### src/rtl/space_invaders_pkg.sv
// Shared types and limits for the space invaders game blocks.
// Holds the fire-FSM states, missile slot count, column width and screen limits.
package space_invaders_pkg;

    localparam int unsigned NUM_SLOTS       = 8;
    localparam int unsigned SLOT_W          = 3;
    localparam int unsigned COL_W           = 12;
    localparam int unsigned SCREEN_COL_MIN  = 0;
    localparam int unsigned SCREEN_COL_MAX  = 609;
    localparam int unsigned SCREEN_COL_INIT = 305;

    typedef enum logic [1:0] {
        IDLE,
        ISSUE,
        RELEASE,
        COOL
    } fire_state_t;

    typedef struct packed {
        logic              found;
        logic [SLOT_W-1:0] idx;
    } slot_sel_t;

    // Lowest-index slot whose busy flag is clear.
    function automatic slot_sel_t lowest_free(input logic [NUM_SLOTS-1:0] busy);
        slot_sel_t sel;
        sel = '0;
        for (int unsigned i = 0; i < NUM_SLOTS; i++) begin
            if (!busy[i] && !sel.found) begin
                sel.found = 1'b1;
                sel.idx   = SLOT_W'(i);
            end
        end
        return sel;
    endfunction

endpackage

### src/rtl/btn_debounce.sv
// Two-flop synchronizer followed by a counting debouncer for one pushbutton.
// The level flips only after the synchronized input has differed for DEBOUNCE_CYCLES clocks.
module btn_debounce #(
    parameter int unsigned DEBOUNCE_CYCLES = 315000
) (
    input  logic clk,
    input  logic rst,
    input  logic raw,
    output logic level
);

    localparam int unsigned CW = (DEBOUNCE_CYCLES > 1) ? $clog2(DEBOUNCE_CYCLES) : 1;

    logic          sync1;
    logic          sync2;
    logic [CW-1:0] cnt;

    always_ff @(posedge clk or negedge rst) begin
        if (!rst) begin
            sync1 <= 1'b0;
            sync2 <= 1'b0;
            level <= 1'b0;
            cnt   <= '0;
        end else begin
            sync1 <= raw;
            sync2 <= sync1;
            if (sync2 == level) begin
                cnt <= '0;
            end else if (cnt == CW'(DEBOUNCE_CYCLES - 1)) begin
                level <= sync2;
                cnt   <= '0;
            end else begin
                cnt <= cnt + 1'b1;
            end
        end
    end

endmodule

### src/rtl/player_ctrl.sv
// Player cannon control: debounced buttons drive a rate-limited column and a
// fire FSM that issues toggle-handshake requests to the lowest free missile slot.
module player_ctrl
    import space_invaders_pkg::*;
#(
    parameter int unsigned DEBOUNCE_CYCLES = 315000,
    parameter int unsigned MOVE_DIV        = 250000,
    parameter int unsigned COOLDOWN        = 3150000,
    parameter int unsigned COL_MIN         = SCREEN_COL_MIN,
    parameter int unsigned COL_MAX         = SCREEN_COL_MAX,
    parameter int unsigned COL_INIT        = SCREEN_COL_INIT,
    parameter int unsigned STEP            = 2
) (
    input  logic                 clk,
    input  logic                 rst,
    input  logic                 btn_left,
    input  logic                 btn_right,
    input  logic                 btn_fire,
    input  logic [NUM_SLOTS-1:0] missle_busy,
    output logic [COL_W-1:0]     btn_col,
    output logic [NUM_SLOTS-1:0] btn_missle_en,
    output logic                 fire_pulse
);

    localparam int unsigned MW    = (MOVE_DIV > 1) ? $clog2(MOVE_DIV) : 1;
    localparam int unsigned KW    = (COOLDOWN > 1) ? $clog2(COOLDOWN) : 1;
    localparam int unsigned COL_XW = COL_W + 1;
    localparam logic [COL_XW-1:0] MIN_X  = COL_XW'(COL_MIN);
    localparam logic [COL_XW-1:0] MAX_X  = COL_XW'(COL_MAX);
    localparam logic [COL_XW-1:0] STEP_X = COL_XW'(STEP);

    logic left_db;
    logic right_db;
    logic fire_db;

    btn_debounce #(.DEBOUNCE_CYCLES(DEBOUNCE_CYCLES)) u_db_left (
        .clk(clk), .rst(rst), .raw(btn_left), .level(left_db)
    );
    btn_debounce #(.DEBOUNCE_CYCLES(DEBOUNCE_CYCLES)) u_db_right (
        .clk(clk), .rst(rst), .raw(btn_right), .level(right_db)
    );
    btn_debounce #(.DEBOUNCE_CYCLES(DEBOUNCE_CYCLES)) u_db_fire (
        .clk(clk), .rst(rst), .raw(btn_fire), .level(fire_db)
    );

    logic [MW-1:0]     move_cnt;
    logic              tick;
    logic [COL_XW-1:0] col_x;
    logic [COL_W-1:0]  col_next;

    assign tick  = (move_cnt == MW'(MOVE_DIV - 1));
    assign col_x = {1'b0, btn_col};

    // Clamp in a widened domain so a step below COL_MIN cannot wrap.
    always_comb begin
        col_next = btn_col;
        if (tick) begin
            unique case ({left_db, right_db})
                2'b10: col_next = (col_x >= MIN_X + STEP_X) ? COL_W'(col_x - STEP_X) : COL_W'(MIN_X);
                2'b01: col_next = (col_x + STEP_X <= MAX_X) ? COL_W'(col_x + STEP_X) : COL_W'(MAX_X);
                default: col_next = btn_col;
            endcase
        end
    end

    always_ff @(posedge clk or negedge rst) begin
        if (!rst) begin
            move_cnt <= '0;
            btn_col  <= COL_W'(COL_INIT);
        end else begin
            move_cnt <= tick ? '0 : move_cnt + 1'b1;
            btn_col  <= col_next;
        end
    end

    fire_state_t          state;
    fire_state_t          state_next;
    logic                 fire_prev;
    logic [KW-1:0]        cool_cnt;
    logic [KW-1:0]        cool_next;
    logic [NUM_SLOTS-1:0] en_next;
    logic                 pulse_next;
    slot_sel_t            sel;

    assign sel = lowest_free(missle_busy);

    always_comb begin
        state_next = state;
        en_next    = btn_missle_en;
        pulse_next = 1'b0;
        cool_next  = '0;
        unique case (state)
            IDLE: begin
                if (fire_db && !fire_prev) state_next = ISSUE;
            end
            ISSUE: begin
                if (sel.found) begin
                    en_next[sel.idx] = ~btn_missle_en[sel.idx];
                    pulse_next       = 1'b1;
                end
                state_next = RELEASE;
            end
            RELEASE: begin
                if (!fire_db) state_next = COOL;
            end
            COOL: begin
                if (cool_cnt == KW'(COOLDOWN - 1)) state_next = IDLE;
                else cool_next = cool_cnt + 1'b1;
            end
            default: state_next = IDLE;
        endcase
    end

    always_ff @(posedge clk or negedge rst) begin
        if (!rst) begin
            state         <= IDLE;
            fire_prev     <= 1'b0;
            cool_cnt      <= '0;
            btn_missle_en <= '0;
            fire_pulse    <= 1'b0;
        end else begin
            state         <= state_next;
            fire_prev     <= fire_db;
            cool_cnt      <= cool_next;
            btn_missle_en <= en_next;
            fire_pulse    <= pulse_next;
        end
    end

endmodule

### config.mk
export PLATFORM = sky130hd
export DESIGN_NAME = player_ctrl
export DESIGN_NICKNAME = d
export VERILOG_FILES = /design/src/rtl/space_invaders_pkg.sv /design/src/rtl/btn_debounce.sv /design/src/rtl/player_ctrl.sv
export SDC_FILE = /design/constraint.sdc
export NUM_CORES = 1
export LEC_CHECK = 0
export CAP_MARGIN = 30
export CORE_MARGIN = 4
export CORE_UTILIZATION = 26
export DETAILED_ROUTE_END_ITERATION = 10
export GPL_ROUTABILITY_DRIVEN = 0
export HOLD_SLACK_MARGIN = 0.15
export PLACE_DENSITY_LB_ADDON = 0.2
export REMOVE_ABC_BUFFERS = 1
export SLEW_MARGIN = 5
export SYNTH_ARGS = -nofsm -noshare
export SYNTH_HDL_FRONTEND = slang
export SYNTH_SLANG_ARGS = --single-unit
### constraint.sdc
create_clock -name clk -period 4.14 [get_ports clk]
set_input_delay 0.828 -clock clk [delete_from_list [all_inputs] [get_ports clk]]
set_output_delay 0.828 -clock clk [all_outputs]
set_load 0.01 [all_outputs]
==> run summary <==
slack of the worst reg-to-reg path: 1690 ps
reg2reg path depth: 7
global route hottest layer: met2
Synth-to-Final Area Change: 20.3%
vias in the first global route: 4906
fin nets: 747
GRT Util Overall: 10.3%
power per standard cell area: 377 nW/um2
slowest stage delay, CP: 680 ps
met3 layer usage reported by global route: 2.88%
highest-count cells in the layout ignoring fill and taps: 126 x dfrtp_1, 120 x nor2_1, 69 x xor2_1
worst r2r dst: btn_col[4]
CP Data Required Time: 3310 ps
max cap viols: 0
ys async rst share: 100%
CTS root buffer: clkbuf_16
IO Pins: 34
Final Routed Wirelength: 13700 um
# port buffers: 33
hold_sp: u_db_right.sync1
Die Ht: 168 um
Die W: 168 um
Startpoint Class: flip-flop
Final period util: 61.7%
DRC Markers: 0
number of synthesized register bits: 130
routing usage on met2: 16.5%
commonest non-fill, non-tap cell in the layout: dfrtp_1
clock skew: 10.8 ps
via total after detailed routing: 4784
Final ANT Viol Nets: 0
clock sink count: 130
RSZ-0062 raised after global routing: no
Worst Path Max Fanout: 14
initial DRC count: 357
Slowest-stage cell, CP: dfrtp_1
Setup-failing EPs final: 0
Post-synth EDFFs: 0
met1 Use GR: 13.8%
worst path bufs/invs: 1
Synth cell types: 59
status: completed
leakage power: 3.46 nW
Slew Limit Fails: 0
worst r2r src: btn_col[3]
critical path depth: 1
post-DP HPWL: 9280 um
clk buf depth: 2
core box area: 25100 um2
Worst Path Class, Setup: reg2out
setup TNS: 0 ps
Yosys warning total: 0
Tightest Pin Transition: 777 ps
CP endpoint kind: primary output
worst hold-check path type: reg2reg
Initial Utilization: 26.4%
Final Hold Fails: 0
critical path's top delay family: flip-flops
hold path depth: 0
WP data arrival: 1730 ps
Slew headroom: 48.1%
Avg Cell Area, Syn: 9.71 um2
die area: 28100 um2
largest net degree at the start of global routing: 67
crit-path cells: clkdlybuf4s50_1
sequential area share after synthesis: 49.2%
drt pass-1 iters: 4
first-pass GRT wire length: 24100 um
antenna cells: 0
maximum VDD drop: 0.000246 V
Most used DFF post-synth: dfrtp_1
worst min-delay path endpoint: u_db_right.sync2
Post-Synthesis Cells: 682
CTS tree: done
initial antenna violation count: 0
Post-Syn Area: 6620 um2
hold-fix buffers at CTS: 0
Num CTS Buffers: 17
Std-Cell Rows: 58
Worst Setup SP: btn_col[3]
Final WS setup: 1590 ps
Clock Latency Late Sink: 420 ps
ratio of cells with drive above 1 in the final layout: 8.06%
post-place setup slack: 1400 ps
number of buffers added for setup after CTS: 0
Overall Power: 3.00 mW
Hold WS: 348 ps
grt ovf: 0
Final min period: 2550 ps
FMAX: 0.392 GHz
H-tree levels: 4
Vias/cell: 4.50
Wirelength per Cell: 12.9 um
post-cts repair resize count: 0
Clk pin slew, worst setup/hold paths: 60 ps
metal layers:
layer  vias up  share of wire (%)
li1       2411                  -
met1      2316                 50
met2        50                 46
met3         7                3.0
met4         0               0.81
met5         -                  0
stage by stage:
stage	util, %	instance area, um2	instances
final	31.7	7970	1062
after global routing	31.7	7970	1062
after CTS	31.7	7970	1062
after detailed placement	29.2	7330	1031
after global placement	29.2	7330	1031
after floorplan	-	6550	666
area by class of cell:
type,instances,area [um2]
well taps,330,413
inverters,21,78.8
fillers,2686,17100
multi-input cells,515,3220
clock buffers,19,433
clock inverters,12,205
flip-flops and latches,130,3260
repair buffers,35,359
synthesized netlist by cell type (6+ instances only):
master	number	area, um2
nor2_1	120	450
clkbuf_1	9	33.8
nand4_1	13	81.3
mux2_2	7	78.8
xor2_1	69	604
xnor2_1	29	254
nand3_1	45	225
ha_1	14	175
o21ai_0	21	105
nor4_1	8	50.1
dfrtp_1	126	3150
nand2_1	64	240
a21oi_1	12	60.1
and3_1	28	175
inv_1	20	75.1
nor3_1	10	50.1
and4_1	6	52.6
sequential cells by signal (all words and copies together) (netlist names), 2 cells and up:
signal / count
u_db_fire.cnt: 19
u_db_left.cnt: 19
u_db_right.cnt: 19
btn_missle_en: 8
btn_col: 12
cool_cnt: 22
state: 2
move_cnt: 18
cells by family after synthesis:
family,share of synthesized area (%)
AND/OR/NAND/NOR,24.8
flip-flops,49.2
XOR/XNOR,13.0
AO/OA/AOI/OAI,6.67
buffers and inverters,2.36
adder cells (fa/ha/maj),2.65
multiplexers,1.36
power breakdown:
group / switching [mW] / internal, mW / total (mW)
clock network: 0.573 / 1.07 / 1.64
registers: 0.00770 / 1.28 / 1.29
logic: 0.0464 / 0.0234 / 0.0698
worst max path at each step:
| stage | end | slack (ps) |
|---|---|---|
| after CTS | btn_col[3] | 1540 |
| after global routing | btn_col[3] | 1450 |
| after detailed placement | btn_missle_en[2] | 1400 |
| after global placement | btn_missle_en[0] | 1430 |
| after floorplan | state[0] | 1550 |
| final | btn_col[3] | 1590 |
Power figures use the tool's default switching activity.
